--- config.mk ---
export PLATFORM = sky130hd
export DESIGN_NAME = register_file_write_arbiter
export DESIGN_NICKNAME = d
export VERILOG_FILES = /design/src/rtl/register_file_write_arbiter.sv
export SDC_FILE = /design/constraint.sdc
export NUM_CORES = 1
export LEC_CHECK = 0
export BUFFER_PORTS_ARGS = -buffer_cell sky130_fd_sc_hd__buf_2
export CORE_MARGIN = 3
export CORE_UTILIZATION = 35
export CTS_CLUSTER_DIAMETER = 60
export DETAILED_ROUTE_END_ITERATION = 8
export PLACE_DENSITY = 0.65
export SETUP_SLACK_MARGIN = 0.4
export SLEW_MARGIN = 20
export SYNTH_ARGS = -nofsm -noshare
export SYNTH_HDL_FRONTEND = slang
export SYNTH_SLANG_ARGS = --single-unit
--- constraint.sdc ---
create_clock -name clk -period 2.18 [get_ports clk]
set_input_delay 0.109 -clock clk [delete_from_list [all_inputs] [get_ports clk]]
set_output_delay 0.109 -clock clk [all_outputs]
set_load 0.01 [all_outputs]
--- src/rtl/register_file_write_arbiter.sv ---
// Two-requester write arbiter in front of a register file, with a clear
// sweep that zeroes registers 1..2^ADDR_W-1. Register 0 is never written.
// All outputs except the ready signals are registered.
module register_file_write_arbiter #(
  parameter int N      = 32,
  parameter int ADDR_W = 5
) (
  input  logic                     clk,
  input  logic                     reset,
  input  logic                     req0_valid,
  input  logic [ADDR_W-1:0]        req0_addr,
  input  logic [N-1:0]             req0_data,
  output logic                     req0_ready,
  input  logic                     req1_valid,
  input  logic [ADDR_W-1:0]        req1_addr,
  input  logic [N-1:0]             req1_data,
  output logic                     req1_ready,
  input  logic                     clear_start,
  output logic                     clear_busy,
  output logic [(1<<ADDR_W)-1:0]   reg_enable,
  output logic [N-1:0]             reg_data,
  output logic [7:0]               conflict_count
);

  localparam int NREG = 1 << ADDR_W;

  typedef enum logic {IDLE = 1'b0, CLEAR = 1'b1} state_t;

  state_t            state, state_nxt;
  logic [ADDR_W-1:0] idx;         // sweep index, register being zeroed
  logic              last_grant;  // 1: requester 1 was granted most recently
  logic              both;
  logic              xfer;
  logic [ADDR_W-1:0] xfer_addr;
  logic [N-1:0]      xfer_data;

  // State register
  always_ff @(posedge clk) begin
    if (reset) state <= IDLE;
    else       state <= state_nxt;
  end

  // Next state: a clear request wins in IDLE; the sweep ends after the last register
  always_comb begin
    state_nxt = state;
    case (state)
      IDLE:    if (clear_start) state_nxt = CLEAR;
      CLEAR:   if (&idx)        state_nxt = IDLE;
      default: state_nxt = IDLE;
    endcase
  end

  // Grant logic: only in IDLE without a pending clear, round-robin on contention
  always_comb begin
    logic allow;
    allow      = (state == IDLE) && !clear_start && !reset;
    both       = req0_valid && req1_valid;
    req0_ready = allow && req0_valid && (!req1_valid ||  last_grant);
    req1_ready = allow && req1_valid && (!req0_valid || !last_grant);
    xfer       = req0_ready || req1_ready;
    xfer_addr  = req1_ready ? req1_addr : req0_addr;
    xfer_data  = req1_ready ? req1_data : req0_data;
  end

  assign clear_busy = (state == CLEAR);

  // Datapath: one-cycle write strobe from a transfer or a sweep step, plus
  // round-robin history and the saturating contention counter
  always_ff @(posedge clk) begin
    if (reset) begin
      idx            <= ADDR_W'(1);
      last_grant     <= 1'b1;
      reg_enable     <= '0;
      reg_data       <= '0;
      conflict_count <= '0;
    end else begin
      reg_enable <= '0;
      if (state == CLEAR) begin
        reg_enable <= NREG'(1) << idx;
        reg_data   <= '0;
        idx        <= idx + ADDR_W'(1);
      end else if (clear_start) begin
        idx <= ADDR_W'(1);
      end else if (xfer) begin
        // bit 0 masked: register 0 is hardwired and accepts no writes
        reg_enable <= (NREG'(1) << xfer_addr) & ~NREG'(1);
        reg_data   <= xfer_data;
        last_grant <= req1_ready;
        if (both && conflict_count != 8'hFF)
          conflict_count <= conflict_count + 8'd1;
      end
    end
  end

endmodule

==> summary.md <==
| Metric | Value |
|---|---|
| EDFF count, synth | 0 |
| Port Buffers | between 150 and 200 |
| Avg Cell Area, Syn | ~8.6 µm² |
| Reg clk slew, reported paths | roughly 0.080 ns |
| Die Wd | around 110 µm |
| Worst slew pin tran | 0.6575 ns |
| Clock Skews | 0.01068 ns |
| Worst-path maximum fanout | 10 |
| Final wirelength | 11.37 mm |
| Crit. End Element | flop |
| CTS sink count | between 70 and 80 |
| Mapped cell area | 0.003682 mm² |
| HP Class | input pin to flop |
| RSZ-0062 raised after global routing | false |
| Post-synth cell types | 56 |
| Vias in the first global route | ~3,500 |
| Fin util | 0.4894 |
| Remaining DRCs | 0 |
| R2R cell count | 6 |
| Htree depth | 3 |
| Placer congestion estimate | about 0.90 |
| Starting density of the core | 0.3682 |
| Total GRT Usage | 0.1856 |
| Layout cells sized above 1 | 0.3603 |
| Seq cells post-synth | between 70 and 80 |
| FP Rows | 36 |
| Worst skew pair latency | ~0.35 ns |
| Primary FF master, synth | dfxtp_1 |
| Die Area | around 0.012 mm² |
| Max-Cap Viols | 0 |
| Max Slew Vio Count | 0 |
| Die Ht | ~110 µm |
| Yosys top cell by area | dfxtp_1 |
| P&R area growth vs syn | 32.89% |
| Detailed-placement wirelength estimate | 8.021 mm |
| NumNets Final | around 660 |
| Setup TNS Final | 0 ns |
| Final Setup Violations | 0 |
| Ant. Diodes | 0 |
| Status | completed |
| Worst setup SP type | flop |
| Part of the cycle the worst path needs | 0.7800 |
| Reg2reg setup slack | approximately 0.48 ns |
| Worst Path Arrival | 1.90 ns |
| Crit. Startpoint | clear_busy |
| Pwr per Cell Area | between 600 and 700 mW/mm² |
| Fin crit period | between 1.5 and 2 ns |
| CTS Root Cell | clkbuf_8 |
| Hold Path Depth | 3 |
| Max IR drop VDD | ~350 µV |
| Initial DRC count | about 160 |
| Seq/Total Area, Yosys | 0.4295 |
| Pleak | between 2 and 2.5 nW |
| Drt wl/cell | 15.95 µm |
| First drt pass iteration count | 4 |
| Post-Syn Nets | between 500 and 600 |
| Routed Antenna Nets | 0 |
| Fmax | about 0.6 GHz |
| Largest net degree at the start of global routing | 42 |
| Via density per instance | roughly 5.3 |
| Slew HR | 0.5601 |
| Req. time, crit path | between 2 and 2.5 ns |
| Synth top area share | 0.4295 |
| Post-CTS Hold Fix Bufs | 0 |
| Reg-to-Reg End | reg_enable[1] |
| Hold Fails Final Rpt | 0 |
| Placeable Area | between 0.009 and 0.01 mm² |
| Global-route wire length before repair | 17.39 mm |
| Cells taking the most area after synthesis | dfxtp_1 (43%), nand2_1 (7.8%), a311oi_1 (7.6%) |
| Longest Clk Path Bufs | 2 |
| Worst Hold Endpoint | reg_data[5] |
| CTS Buf Count | 9 |
| CTS tree | done |
| Global route total overflow | 0 |
| I/O pin cnt | about 150 |
| Cell with the most instances after synthesis | dfxtp_1 |
| Hold path start | req1_data[5] |
| Vias | roughly 3,800 |
| Synth warn | 0 |
| Initial antenna violation count | 0 |
| Cells after synthesis | around 430 |
| Synth cell count leaders | dfxtp_1 (79), nand2_1 (77), nor2_1 (41) |
| Crit Path Class | flop to flop |
| Ys async rst share | 0 |
| Worst R2R Start | clear_busy |
kinds of logic after synthesis:
kind of cell | after synthesis | synth area share
XOR/XNOR | 1 | 0.002379
AO/OA/AOI/OAI | 114 | 0.2317
multiplexers | 2 | 0.005776
AND/OR/NAND/NOR | 174 | 0.2375
adder cells (fa/ha/maj) | 8 | 0.02718
buffers and inverters | 48 | 0.06592
flip-flops | 79 | 0.4295
stage by stage:
step	cells	area (µm²)	total power, W	hold WS [ns]	setup WS, ns
after floorplan	426	3682	0.001751	0.2680	0.5622
after global placement	690	4519	0.001900	0.3758	0.2453
after detailed placement	690	4519	0.001909	0.3803	0.1743
after CTS	710	4808	0.003199	0.003448	0.4196
after global routing	713	4893	0.003322	0.005176	0.4189
final	713	4893	0.003189	0.01500	0.4797
layout make-up:
cell class                      instances  area (µm²)
Fill cell                             981        5106
Sequential cell                        79        1583
Clock inverter                          6       108.9
Inverter                               16       65.06
Tap cell                              133       166.4
Clock buffer                           10       127.6
Timing Repair Buffer                  168       910.9
Multi-Input combinational cell        300        1927
Timing Repair inverter                  1       5.005
critical path, cell delays in order, from the launching register on:
cell and delay (ns):
dfxtp_2 0.38, nor3_4 0.05, buf_4 0.18, buf_4 0.16, and4_1 0.16, o21ai_0 0.48
o32ai_1 0.15
routing by layer:
metal | GRT usage | part of all wire | up-vias
li1 | - | - | 1859
met1 | 0.2380 | 0.41 | 1752
met2 | 0.2961 | 0.49 | 156
met3 | 0.05313 | 0.085 | 20
met4 | 0.06853 | 0.018 | 0
met5 | 0 | 0 | -
where the power goes:
part | internal, W | switching (W) | total (W)
clock network | 0.000759 | 0.000522 | 0.00128
logic | 0.000164 | 0.000245 | 0.000409
registers | 0.00148 | 0.0000224 | 0.00150
registers in the layout (all words and copies together) (netlist names):
name	cells
reg_data	32
reg_enable	32
conflict_count	8
idx	5
clear_busy	1
last_grant	1
timing repair:
item,4_1_cts,5_1_grt
resized for setup,7,13
setup buffers,2,2
setup endpoints to repair,66,31
pin swaps,2,3
gates cloned,2,1
cells in the final DEF (no fill, tap or decap), drive strengths merged, types with 3 or more instances in the layout:
cell     synthesis  final
a2111oi          5      5
a211oi           5      5
a21oi            6      6
a311oi          32     32
a31oi            4      4
and4             3      3
buf             18    168
bufinv           0      3
clkbuf          14     10
clkinv           0      5
dfxtp           79     79
ha               8      8
inv             16     15
nand2           77     77
nand2b           8      8
nand3           11     11
nand4            3      3
nor2            42     43
nor3             6      6
nor4            11     11
o21ai           16     16
o22ai           29     29
or3              5      5
worst max path at each step:
| stage | cells past startpoint | to |
|---|---|---|
| after global placement | 5 | reg_data[15] |
| after detailed placement | 5 | reg_data[3] |
| after global routing | 6 | reg_enable[8] |
| after CTS | 4 | req0_ready |
| after floorplan | 6 | conflict_count[1] |
| final | 6 | reg_enable[1] |
(Power assumes the default switching activity.)
